File: config.mk
export PLATFORM = sky130hd
export DESIGN_NAME = fp32_fms_arbiter
export DESIGN_NICKNAME = d
export VERILOG_FILES = /design/src/rtl/fp32_fms_arbiter.sv
export SDC_FILE = /design/constraint.sdc
export NUM_CORES = 1
export LEC_CHECK = 0
export CAP_MARGIN = 20
export CORE_AREA = 3 3 216 218
export DETAILED_ROUTE_END_ITERATION = 6
export DIE_AREA = 0 0 219 221
export MAX_ROUTING_LAYER = met4
export PLACE_DENSITY = 0.77
export RECOVER_POWER = 25
export SLEW_MARGIN = 10
export SYNTH_ARGS = -nofsm -noshare
export SYNTH_HDL_FRONTEND = slang
export SYNTH_SLANG_ARGS = --single-unit
File: constraint.sdc
create_clock -name clk -period 4.3 [get_ports clk]
set_input_delay 1.075 -clock clk [delete_from_list [all_inputs] [get_ports clk]]
set_output_delay 1.075 -clock clk [all_outputs]
set_load 0.03 [all_outputs]
File: src/rtl/fp32_fms_arbiter.sv
// Round-robin arbiter sharing one fixed-latency fp32 a*b-c unit, with credit-limited issue
// and an in-order response FIFO. Define FP32_FMS_ARB_PERF_EN to add issue/stall counters.
module fp32_fms_arbiter #(
    parameter int unsigned NUM_REQ    = 4,
    parameter int unsigned FU_LATENCY = 4,
    parameter int unsigned RSP_DEPTH  = 8,
    localparam int unsigned ID_W      = (NUM_REQ > 1) ? $clog2(NUM_REQ) : 1
) (
    input  logic                   clk,
    input  logic                   rst_n,
    input  logic [NUM_REQ-1:0]     req_valid,
    output logic [NUM_REQ-1:0]     req_ready,
    input  logic [32*NUM_REQ-1:0]  req_a,
    input  logic [32*NUM_REQ-1:0]  req_b,
    input  logic [32*NUM_REQ-1:0]  req_c,
    output logic [31:0]            fu_a,
    output logic [31:0]            fu_b,
    output logic [31:0]            fu_c,
    input  logic [31:0]            fu_result,
    output logic                   rsp_valid,
    input  logic                   rsp_ready,
    output logic [ID_W-1:0]        rsp_id,
    output logic [31:0]            rsp_data,
    output logic                   busy
`ifdef FP32_FMS_ARB_PERF_EN
    ,
    output logic [32*NUM_REQ-1:0]  perf_issued,
    output logic [31:0]            perf_stall
`endif
);

    localparam int unsigned PTR_W = (RSP_DEPTH > 1) ? $clog2(RSP_DEPTH) : 1;
    localparam int unsigned CNT_W = $clog2(RSP_DEPTH + 1);
    localparam int unsigned INF_W = $clog2(FU_LATENCY + 1);

    if (RSP_DEPTH < FU_LATENCY) begin : g_depth_chk
        $error("fp32_fms_arbiter: RSP_DEPTH must be >= FU_LATENCY");
    end
    if (NUM_REQ < 2 || NUM_REQ > 16) begin : g_req_chk
        $error("fp32_fms_arbiter: NUM_REQ must be in 2..16");
    end
    if (FU_LATENCY < 1) begin : g_lat_chk
        $error("fp32_fms_arbiter: FU_LATENCY must be >= 1");
    end

    logic [ID_W-1:0]       rr_last;
    logic [ID_W-1:0]       grant_idx;
    logic                  grant_vld;
    logic [31:0]           cand;
    logic                  handshake;
    logic                  credit_ok;
    logic                  issue_en;

    logic [FU_LATENCY-1:0] sh_valid;
    logic [ID_W-1:0]       sh_id [FU_LATENCY];
    logic [INF_W-1:0]      inflight;

    logic [31:0]           mem_data [RSP_DEPTH];
    logic [ID_W-1:0]       mem_id   [RSP_DEPTH];
    logic [PTR_W-1:0]      wr_ptr;
    logic [PTR_W-1:0]      rd_ptr;
    logic [CNT_W-1:0]      fifo_count;
    logic [31:0]           last_data;
    logic [ID_W-1:0]       last_id;
    logic                  push;
    logic                  pop;

    // Credits count both in-flight and buffered results, so a landing result always has room.
    assign credit_ok = (32'(fifo_count) + 32'(inflight)) < RSP_DEPTH;
    assign issue_en  = rst_n & credit_ok;

    // Round-robin search starting just after the last granted requester.
    always_comb begin
        grant_vld = 1'b0;
        grant_idx = '0;
        cand      = '0;
        for (int unsigned k = 1; k <= NUM_REQ; k++) begin
            cand = (32'(rr_last) + k) % NUM_REQ;
            if (issue_en && !grant_vld && req_valid[ID_W'(cand)]) begin
                grant_vld = 1'b1;
                grant_idx = ID_W'(cand);
            end
        end
    end

    always_comb begin
        req_ready = '0;
        fu_a      = '0;
        fu_b      = '0;
        fu_c      = '0;
        for (int unsigned i = 0; i < NUM_REQ; i++) begin
            if (grant_vld && grant_idx == ID_W'(i)) begin
                req_ready[i] = 1'b1;
                fu_a         = req_a[32*i +: 32];
                fu_b         = req_b[32*i +: 32];
                fu_c         = req_c[32*i +: 32];
            end
        end
    end

    assign handshake = |(req_valid & req_ready);

    // Shadow pipeline: last stage lines up with fu_result for the same operation.
    always_ff @(posedge clk) begin
        if (!rst_n) begin
            sh_valid <= '0;
            inflight <= '0;
            rr_last  <= ID_W'(NUM_REQ - 1);
        end else begin
            sh_valid[0] <= handshake;
            for (int unsigned s = 1; s < FU_LATENCY; s++) begin
                sh_valid[s] <= sh_valid[s-1];
            end
            inflight <= inflight + INF_W'(handshake) - INF_W'(sh_valid[FU_LATENCY-1]);
            if (handshake) begin
                rr_last <= grant_idx;
            end
        end
    end

    always_ff @(posedge clk) begin
        sh_id[0] <= grant_idx;
        for (int unsigned s = 1; s < FU_LATENCY; s++) begin
            sh_id[s] <= sh_id[s-1];
        end
    end

    assign push = sh_valid[FU_LATENCY-1];
    assign pop  = rsp_valid & rsp_ready;

    function automatic logic [PTR_W-1:0] ptr_inc(input logic [PTR_W-1:0] p);
        return (32'(p) == RSP_DEPTH - 1) ? '0 : p + PTR_W'(1);
    endfunction

    always_ff @(posedge clk) begin
        if (!rst_n) begin
            wr_ptr     <= '0;
            rd_ptr     <= '0;
            fifo_count <= '0;
            last_data  <= '0;
            last_id    <= '0;
        end else begin
            if (push) begin
                wr_ptr <= ptr_inc(wr_ptr);
            end
            if (pop) begin
                rd_ptr    <= ptr_inc(rd_ptr);
                last_data <= mem_data[rd_ptr];
                last_id   <= mem_id[rd_ptr];
            end
            case ({push, pop})
                2'b10:   fifo_count <= fifo_count + CNT_W'(1);
                2'b01:   fifo_count <= fifo_count - CNT_W'(1);
                default: fifo_count <= fifo_count;
            endcase
        end
    end

    always_ff @(posedge clk) begin
        if (push) begin
            mem_data[wr_ptr] <= fu_result;
            mem_id[wr_ptr]   <= sh_id[FU_LATENCY-1];
        end
    end

    always_ff @(posedge clk) begin
        if (rst_n && push) begin
            assert (32'(fifo_count) < RSP_DEPTH)
                else $error("fp32_fms_arbiter: response FIFO overflow");
        end
    end

    // Head is shown while non-empty; otherwise the most recently popped entry is held.
    assign rsp_valid = (fifo_count != '0);
    assign rsp_data  = rsp_valid ? mem_data[rd_ptr] : last_data;
    assign rsp_id    = rsp_valid ? mem_id[rd_ptr]   : last_id;
    assign busy      = (inflight != '0) | (fifo_count != '0);

`ifdef FP32_FMS_ARB_PERF_EN
    always_ff @(posedge clk) begin
        if (!rst_n) begin
            perf_issued <= '0;
            perf_stall  <= '0;
        end else begin
            for (int unsigned i = 0; i < NUM_REQ; i++) begin
                if (req_valid[i] & req_ready[i]) begin
                    perf_issued[32*i +: 32] <= perf_issued[32*i +: 32] + 32'd1;
                end
            end
            if ((|req_valid) && !credit_ok) begin
                perf_stall <= perf_stall + 32'd1;
            end
        end
    end
`endif

endmodule

==> results of run 1 <==
## what timing repair did
item                       4_1_cts  5_1_grt
setup buffers                    4       11
hold buffers                     0        0
setup endpoints to repair       95       78
pin swaps                        6        7
cloned                           3        0
hold endpoints to repair         0        0
gates resized for setup         27       13
## synth_stat cells, types with 19 or more instances
cell / count
edfxtp_1: 272
a21oi_1: 136
clkbuf_1: 98
a221o_1: 96
nand4_1: 96
o31ai_1: 96
mux4_2: 68
dfxtp_1: 64
nand2_1: 46
nor2_1: 45
mux2i_1: 35
o211a_1: 34
buf_2: 19
## worst max path at each step
stage | from | endpoint | slack [ps] | cells past startpoint
detailed placement | req_valid[3] | fu_c[2] | -230 | 9
CTS | rst_n | fu_c[0] | 3 | 10
global placement | req_valid[3] | fu_c[2] | -230 | 9
global route | rst_n | fu_c[0] | -20 | 10
finish | rst_n | fu_c[1] | 20 | 10
floorplan | rst_n | fu_a[22] | 180 | 8
## metrics by stage
stage | instance area [µm²] | utilization [%] | setup slack [ps]
after detailed placement | 23800 | 52.8 | -232
after floorplan | 16200 | - | 179
after global placement | 23800 | 52.8 | -230
after global routing | 25300 | 56.1 | -20.8
after CTS | 25100 | 55.6 | 3.40
final | 25300 | 56.1 | 19.8
## where the power goes
part	total, mW	internal [mW]	switching (mW)
registers	3.73	3.64	0.0901
clock network	2.89	1.68	1.20
logic	4.46	2.04	2.43
total	11.1	7.36	3.72
## cell type report
type                            instances  share of cell area, %
Timing Repair Buffer                  727                   29.8
Antenna cell                           37                  0.366
Sequential cell                       336                   37.4
Tap cell                              600                   2.97
Multi-Input combinational cell        725                   24.9
Inverter                               12                  0.178
Clock buffer                           54                   3.98
Clock inverter                          8                  0.341
## sequential cells by signal, indices dropped and copies added (netlist names), 3 cells and up, named ones only
name,cells
mem_data,256
last_data,32
mem_id,16
sh_id,8
fifo_count,4
sh_valid,4
inflight,3
rd_ptr,3
wr_ptr,3
## critical path: cells and delay by family
family / cells / cell delay (ps)
buffers and inverters: 5 / 620
AOI/OAI and AO/OA: 2 / 550
and+or+nand+nor: 3 / 950
## routing by layer
metal | GRT usage, % | vias to the layer above | routed length (µm) | part of all wire (%)
li1 | - | 6302 | - | -
met3 | 11.5 | 112 | 8870 | 11
met4 | 14.4 | 0 | 3720 | 4.8
met2 | 47.0 | 806 | 35000 | 45
met5 | - | - | 0 | 0
met1 | 40.3 | 7079 | 30700 | 39
## logic make-up after synthesis
family                   count (synthesis)
AO/OA/AOI/OAI                          377
flip-flops                             336
AND/OR/NAND/NOR                        227
buffers and inverters                  148
multiplexers                           103
adder cells (fa/ha/maj)                 13
XOR/XNOR                                 5
==> flow_summary.ini, run 1 <==
[status]
status = finished clean

[final_layout]
mostFrequentLayoutCell = clkdlybuf4s50_1
nets = 2272
syn_to_final_growth_pct = 56.2
multi_input_area_um2 = 6310
num-fill-cells = 3574
final_cell_mix = clkdlybuf4s50_1, edfxtp_1, buf_4, a21oi_1, nand4_1
seqCellArea_um2 = 9460
drive_gt1_share_pct = 22.9
finalNonFillerCells = 2499

[floorplanning]
io-pin-count = 559
core_area_um2 = 45100
rows = 78
die_x_um = 219
initial_utilization_pct = 35.9
die_y_um = 221
fp.dieArea_um2 = 48400

[sta]
worst_slew_pin_slew_ps = 1040
final.setup.tns_ps = 0
post-route-min-period_ps = 4280
hold_viol_final = 0
max_slew_margin_pct = 30.7
period_share_pct = 99.5
timing.hold.ws_ps = 326
finClkSkew_ps = 22.5
max_freq_mhz = 234
drv_slew = 0
setup_violations = 0
grt_setup_unrepaired = true

[synth]
yosysWarnings = 0
synth-adder-area-share_pct = 1.10
syn_avg_cell_area_um2 = 13.4
syn_area_um2 = 16200
yosys.area.top_type = edfxtp_1
synth-xor-area-share_pct = 0.270
synth_top_family_by_area = compound AO/OA/AOI/OAI gates
synth_flop_cell = edfxtp_1
ys_async_sr_fraction_pct = 0
yosysSeqAreaShare_pct = 58.3
synthDistinctLibCells = 42
syn_inst = 1209
synth_top_area_share_pct = 50.4
synth_compound_area_share_pct = 17.3
synth-simple-area-share_pct = 7.44
synthMuxAreaShare_pct = 11.6
synth_edf_count = 272
ys_seq_elements = 336
synthTopCellsByArea = edfxtp_1, mux4_2, dfxtp_1
synth_nets = 1645

[worst_setup_path]
endpoint_kind = output pin
arrival_ps = 3210
path_max_fanout = 8
cp_data_required_time_ps = 3220
reg2reg_depth = 11
cpMostUsedCell = buf_12
rr_endpoint = fifo_count[3]$_SDFFE_PN0P_
reg2reg_slack_ps = 1210
critPathSlowestCell = or3b_4
r2r_start = fifo_count[0]$_SDFFE_PN0P_
cp-start-kind = primary input
slowest_delay_ps = 380
worst-setup-path-type = primary input to output pin
crit_chain = buf_8 -> or3b_4 -> or3_4 -> inv_2 -> a21bo_4 -> nor2_4 -> buf_12 -> buf_16 -> a221o_1 -> buf_12

[clocking]
clock-sinks = 336
cts-root-buf = clkbuf_16
cts_tree = built
clk_latency_ps = 520
cts_buffer_depth = 3
ctsHtreeMaxLevel = 2
clk_pin_slew_ps = 60
numCtsBuffers = 34

[routing]
vias_per_cell = 5.72
postRouteWirelength_mm = 78.2
drc_errors = 0
drtIter0Drc = 1285
wl_per_cell_um = 31.3
antenna_left = 0
vias = 14300
firstDrtPassIters = 5

[global_routing]
antenna_found_initial = 37
track_usage_pct = 32.2
gr-total-overflow = 0
grt_pass1_wl_mm = 108
grt_pass1_vias = 14400
grt_start_max_net_pins = 72

[placed_design]
port_buffers = 558
dp.final_hpwl_mm = 59.0
place_congestion = 1.18
dp_cells = 2383

[power_and_ir_drop]
power_density_nw_per_um2 = 438
total_power_mw = 11.1
p_leak_nw = 9.31
ir_drop_v = 0.000608

[worst_hold_path]
hold_path_end = sh_id[3][0]$_DFF_P_
hold_depth = 0
hold_class = flip-flop to flip-flop
hp-start = sh_id[2][0]$_DFF_P_

[flow_run]
max-cap-violations = 0
Power figures use the tool's default switching activity.
==> run 2, diff against run 1 <==
- SLEW_MARGIN: 10 -> default
==> results of run 2 <==
No change in the layout: final DEF, timing and power equal those of run 1.
